==> src/rtl/approx_dot_acc.sv <==
// rtl/approx_dot_acc.sv - groups approximate-multiplier products into wide sums with count and sticky overflow
module approx_dot_acc #(
    parameter int LEN   = 16,
    parameter int ACC_W = 20,
    parameter int CNT_W = 8
) (
    input  logic             clk,
    input  logic             rst_n,
    input  logic             in_valid,
    output logic             in_ready,
    input  logic [15:0]      in_prod,
    input  logic             in_last,
    output logic             out_valid,
    input  logic             out_ready,
    output logic [ACC_W-1:0] out_acc,
    output logic [CNT_W-1:0] out_cnt,
    output logic             out_ovf
);

    typedef enum logic {
        ST_ACC  = 1'b0,
        ST_HOLD = 1'b1
    } state_t;

    state_t           state;
    logic [ACC_W-1:0] acc;
    logic [CNT_W-1:0] cnt;
    logic             ovf;

    logic             accept;
    logic [ACC_W-1:0] base_acc;
    logic [CNT_W-1:0] base_cnt;
    logic             base_ovf;
    logic [ACC_W:0]   sum;
    logic [CNT_W-1:0] nxt_cnt;
    logic             nxt_ovf;
    logic             group_end;

    assign in_ready = (state == ST_ACC) || out_ready;
    assign accept   = in_valid && in_ready;

    // A term accepted during a HOLD handoff starts a fresh group, so it sums from zero.
    always_comb begin
        base_acc  = '0;
        base_cnt  = '0;
        base_ovf  = 1'b0;
        if (state == ST_ACC) begin
            base_acc = acc;
            base_cnt = cnt;
            base_ovf = ovf;
        end
        sum       = {1'b0, base_acc} + (ACC_W + 1)'(in_prod);
        nxt_cnt   = base_cnt + 1'b1;
        nxt_ovf   = base_ovf | sum[ACC_W];
        group_end = in_last || (nxt_cnt == CNT_W'(LEN));
    end

    always_ff @(posedge clk or negedge rst_n) begin
        if (!rst_n) begin
            state     <= ST_ACC;
            acc       <= '0;
            cnt       <= '0;
            ovf       <= 1'b0;
            out_valid <= 1'b0;
            out_acc   <= '0;
            out_cnt   <= '0;
            out_ovf   <= 1'b0;
        end else if (accept) begin
            if (group_end) begin
                out_acc   <= sum[ACC_W-1:0];
                out_cnt   <= nxt_cnt;
                out_ovf   <= nxt_ovf;
                out_valid <= 1'b1;
                acc       <= '0;
                cnt       <= '0;
                ovf       <= 1'b0;
                state     <= ST_HOLD;
            end else begin
                acc       <= sum[ACC_W-1:0];
                cnt       <= nxt_cnt;
                ovf       <= nxt_ovf;
                out_valid <= 1'b0;
                state     <= ST_ACC;
            end
        end else if ((state == ST_HOLD) && out_ready) begin
            acc       <= '0;
            cnt       <= '0;
            ovf       <= 1'b0;
            out_valid <= 1'b0;
            state     <= ST_ACC;
        end
    end

endmodule

==> config.mk <==
export PLATFORM = sky130hd
export DESIGN_NAME = approx_dot_acc
export DESIGN_NICKNAME = d
export VERILOG_FILES = /design/src/rtl/approx_dot_acc.sv
export SDC_FILE = /design/constraint.sdc
export NUM_CORES = 1
export LEC_CHECK = 0
export ABC_AREA = 1
export CORE_MARGIN = 2
export CORE_UTILIZATION = 51
export DETAILED_ROUTE_END_ITERATION = 12
export HOLD_SLACK_MARGIN = 0.03
export PLACE_DENSITY = 0.77
export SETUP_SLACK_MARGIN = 0.02
export SYNTH_ARGS = -nofsm -noshare
export SYNTH_HDL_FRONTEND = slang
export SYNTH_SLANG_ARGS = --single-unit
==> constraint.sdc <==
create_clock -name clk -period 2.4 [get_ports clk]
set_input_delay 0.48 -clock clk [delete_from_list [all_inputs] [get_ports clk]]
set_output_delay 0.48 -clock clk [all_outputs]
set_load 0.01 [all_outputs]
Yosys cells after proc, flatten, opt, wreduce, memory -nomap -nowiden
Index checks and enable logic that the tools add are counted.

operators by class
  bitwise gates (word level) = 2
  add/subtract/negate cells = 2
  reductions and logical operators = 6
  mux-type cells = 14
  eq/ne operators = 1

operators by type and width
  kind                                                  number
  2-to-1 mux 20 bit                                     4
  2-to-1 mux 8 bit                                      4
  adder 20 x 16 -> 21 bit                               1
  adder 8 x 1 -> 8 bit (second input constant)          1
  equality test 8 x 5 -> 1 bit (second input constant)  1
  2-to-1 mux 1 bit                                      6
  logical AND 1 bit                                     2
  logical OR 1 bit                                      2
  AND reduction 2 bit                                   1
  nonzero test 2 bit                                    1
  inverter 1 bit                                        1
  bitwise OR 1 bit                                      1

storage, ports and cells
  bits in registers = 59
  bits of input ports = 21
  word-level logic and storage cells = 32

Logic depth before layout (Yosys ltp)
Gate-level depths: netlist of the first run.

  depth after elaboration = 6
  mapped depth = 17
  gate-level depth less buffers = 16

Least setup slack after synthesis of the first run
OpenSTA, ideal clock, no wires.

  path type = reg-to-reg
  from = reg state
  to = reg acc[16]
  period minus slack after synthesis = 2.395 ns
  buffers on the path = 2
  path slack = 0.005 ns
  stages on the path, launching flop included = 18
  data arrival time = 2.330 ns
  data required time = 2.335 ns
  cell sequence = dfrtp_1 clkbuf_1 clkbuf_1 nor2_1 ha_1 inv_1 fa_1 inv_1 nand2_1 nand2_1 nand3_1 nand2_1 nand2_1 nand2_1 nand2_1 nand2_1 nand4_1 nand2_1

on the way
  cells in the longest elaborated chain, start to end = 6

RTL lines
  element                       line  RTL
  from (decl)                   25    state_t state;
  from (signal assigned)        60    state <= ST_ACC;
  from (signal assigned)        77    state <= ST_HOLD;
  from (signal assigned)        83    state <= ST_ACC;
  2-to-1 mux 8 bit              47    if (state == ST_ACC) begin
  adder 8 x 1 -> 8 bit          53    nxt_cnt = base_cnt + 1'b1;
  equality test 8 x 5 -> 1 bit  55    group_end = in_last || (nxt_cnt == CNT_W'(LEN));
  logical OR 1 bit              55
  2-to-1 mux 20 bit             69    if (group_end) begin
  2-to-1 mux 20 bit             68    end else if (accept) begin
  to (signal assigned)          79    acc <= sum[ACC_W-1:0];
  to (decl)                     26    logic [ACC_W-1:0] acc;

Parallel ways exist; a longest one is shown, timed or not.
A chain may end at the register's enable or synchronous reset.

Worst setup path after layout of the first run
  from = reg state
  to = reg acc[5]

The elaborated chain is that of the path after synthesis.

==> results of run 1 <==
## cell usage in the layout (no fill, tap or decap), types with 4 or more instances in the layout
cell type and n:
nor2_2 6, nor2_1 47, ha_2 4, inv_2 6, nand2_1 238, nor3_1 4, clkbuf_8 9, a21oi_1 8
buf_4 27, xnor2_1 4, inv_1 83, nand3_2 12, ha_1 14, nand2_2 9, o21bai_1 7, clkdlybuf4s50_1 50
nand3_1 47, xor2_1 7, nand4_1 24, dfrtp_1 58
## cells by family after synthesis
logic type | Yosys count
adders and majority gates | 19
buffers and inverters | 109
xor gates and xnor gates | 11
and+or+nand+nor | 398
AOI/OAI and AO/OA | 20
DFF | 59
## power by group through the flow
stage	combinational, µW	sequential (µW)	clock (µW)
after global routing	1310	1240	990
after global placement	1100	1240	0
after detailed placement	1120	1250	0
final	1170	1230	932
after CTS	1130	1230	947
after floorplan	614	1270	0
## final cells by class
type	count	area (µm²)	share of cell area [%]
clock buffer	9	124	2.39
clock inverter	7	77.6	1.50
inverter	89	334	6.45
multi-input combinational	448	2260	43.7
sequential	59	1480	28.5
tap	102	128	2.46
timing repair buffer	84	777	15.0
## metal layers
layer  global-route usage, %  wire, µm  up-vias
met2                    42.4      5110      126
met3                    4.33       611       21
met1                    36.5      5010     1882
met5                       0         0        -
met4                    11.2       258        0
li1                        -         -     2062
## final timing paths
path | slack [ns] | from | cells after the start | to
min | 0.47 | out_acc[11] | 2 | out_acc[11]
max reg2reg | 0.10 | state | 11 | acc[5]
min in group asynchronous | 0.54 | rst_n | 2 | acc[4]
min reg2reg | 0.47 | out_acc[11] | 2 | out_acc[11]
max | 0.10 | state | 11 | acc[5]
max in group asynchronous | 1.30 | rst_n | 3 | state
## cells in the mapped netlist
master and count:
inv_1 84, o22ai_1 1, ha_1 18, xnor2_1 4, and3_1 1, nor2_1 50, a21oi_1 10, dfrtp_1 59
nand3_1 49, nand4_1 24, buf_8 1, buf_1 3, or2_2 2, xor2_1 7, buf_2 9, nor3_1 4
clkbuf_1 5, nand3b_1 3, o21bai_1 7, fa_1 1, inv_2 5, o21ai_0 2, nor2_4 1, nor2_2 4
buf_6 1, or2_1 1, buf_4 1, nand3_2 10, nand2_1 246, nand2_2 3
## per-stage QoR
step	power (µW)	worst slack (ns)	setup TNS, ns
2_1_floorplan	1890	0.0366	0
3_3_place_gp	2340	-0.0779	-0.615
3_5_place_dp	2370	-0.169	-1.73
4_1_cts	3310	0.0423	0
5_1_grt	3550	-0.00966	-0.00966
6_report	3330	0.104	0
## registers in the layout (all words and copies together) (netlist names)
| register | cells |
|---|---|
| cnt | 8 |
| acc | 20 |
| out_acc | 20 |
| ovf | 1 |
| out_cnt | 8 |
| state | 1 |
| out_ovf | 1 |
## timing repair
action,in CTS,in global routing
endpoints found under the hold margin,7,0
setup endpoints to repair,9,46
hold buffers,1,0
pin swaps,0,6
buffers inserted,1,6
resized for setup,2,26
gates cloned,0,1
## critical path, stage by stage (launching register included)
cell and delay (ns):
dfrtp_2 0.45, buf_6 0.15, nor2_4 0.11, ha_2 0.18, buf_4 0.10, buf_4 0.09
nand3_1 0.13, or2_2 0.30, nand2_1 0.15, xor2_1 0.33, nand4_1 0.17, nand2_1 0.08
==> reports/metrics.cfg, run 1 <==
[outcome]
status=completed

[clock_tree]
cts-htree-levels=3
cts_tree=done
clk_pin_slew_ns=0.08
cts-buffers-inserted=9
clockBufferDepth=2
cts.sinks=59
worstSkewPairLatency_ns=0.34
root_buffer=clkbuf_8

[cells_and_area]
synthToLayoutAreaGrowth_pct=26.1
fillers=689
antenna_cells=0
drive_gt1_share_pct=13.8
fin_nets=731
stdcell_count=798
finish.instance_area_um2=5180
utilization_pct=66.7

[setup_path]
crit_arrival_ns=2.58
worstSetupPathType=flop to flop
end_kind=flop
critPathMaxFanout=6
crit_required_ns=2.68
critPathLaunchType=flop

[synthesis]
synthMuxAreaShare_pct=0
synthCells=616
synth_simple_gate_area_share_pct=42.1
netlist.area_leader.share_pct=35.9
ys_seq_elements=59
synth_area_leaders=dfrtp_1 (36%), nand2_1 (22%), inv_1 (7.7%)
synth_top_family_by_area=simple AND/OR/NAND/NOR gates
synth_area_um2=4110
yosysWarnings=0
syn_area_per_cell_um2=6.67
synth_xor_area_share_pct=2.34
synthAdderAreaFrac_pct=5.97
synth_compound_area_share_pct=2.89
synth_nets=656
ys_seq_area_share_pct=35.9
synth_cell_types=30
synth_top_area_cell=dfrtp_1

[routing]
routedWlPerCell_um=13.8
drt_first_pass_iters=4
drtAntennaViolNets=0
wl_um=11000
drc=0
vias_per_cell=5.13
dr.first_iter.drc_count=317
vias=4091

[power_and_ir_drop]
cellPowerDensity_nw_per_um2=643
p_sw_uw=1200
p_int_uw=2130
p_clk_share_pct=28.0
ir_drop_v=0.000371
p_seq_share_pct=36.9
p_sw_share_pct=36.0
combPwrFrac_pct=35.2
total_leakage_power_uw=0.00281

[sta]
worstMarginPinSlew_ns=0.484
hold_viol_final=0
slew_headroom_pct=67.7
period_needed_ns=2.30
setup_viol=0
fin_worst_hold_slack_ns=0.474
max_freq_ghz=0.436
drv_slew=0
fin_skew_ns=0.00664
fin_crit_sh_pct=95.7
rsz0062_at_grt=yes

[placement]
dpl-instance-area_um2=4830
place.gp.congestion=0.960
hpwl_um=8210
dp.cells=774
io_buffer_count=51

[floorplan]
rows=32
core-area_um2=7770
die_h_um=93.8
start_util_pct=52.9
die-width_um=93.8
io_pins=52
dieArea_um2=8790

[grt]
grt_pass1_vias=4008
grt.overflow.total=0
grt_max_degree=53
antenna_found_initial=0
grt_util_all_layers_pct=26.8
grt_pass1_wl_um=18600

[job]
cap_violations=0

[worst_hold_path]
hp-class=flop to flop

Power figures use the tool's default switching activity.
==> inputs of run 2 (changes only) <==
- CTS_CLUSTER_DIAMETER: unset -> 50
==> results of run 2 <==
The final DEF is identical to that of run 1; final timing and power are the same.
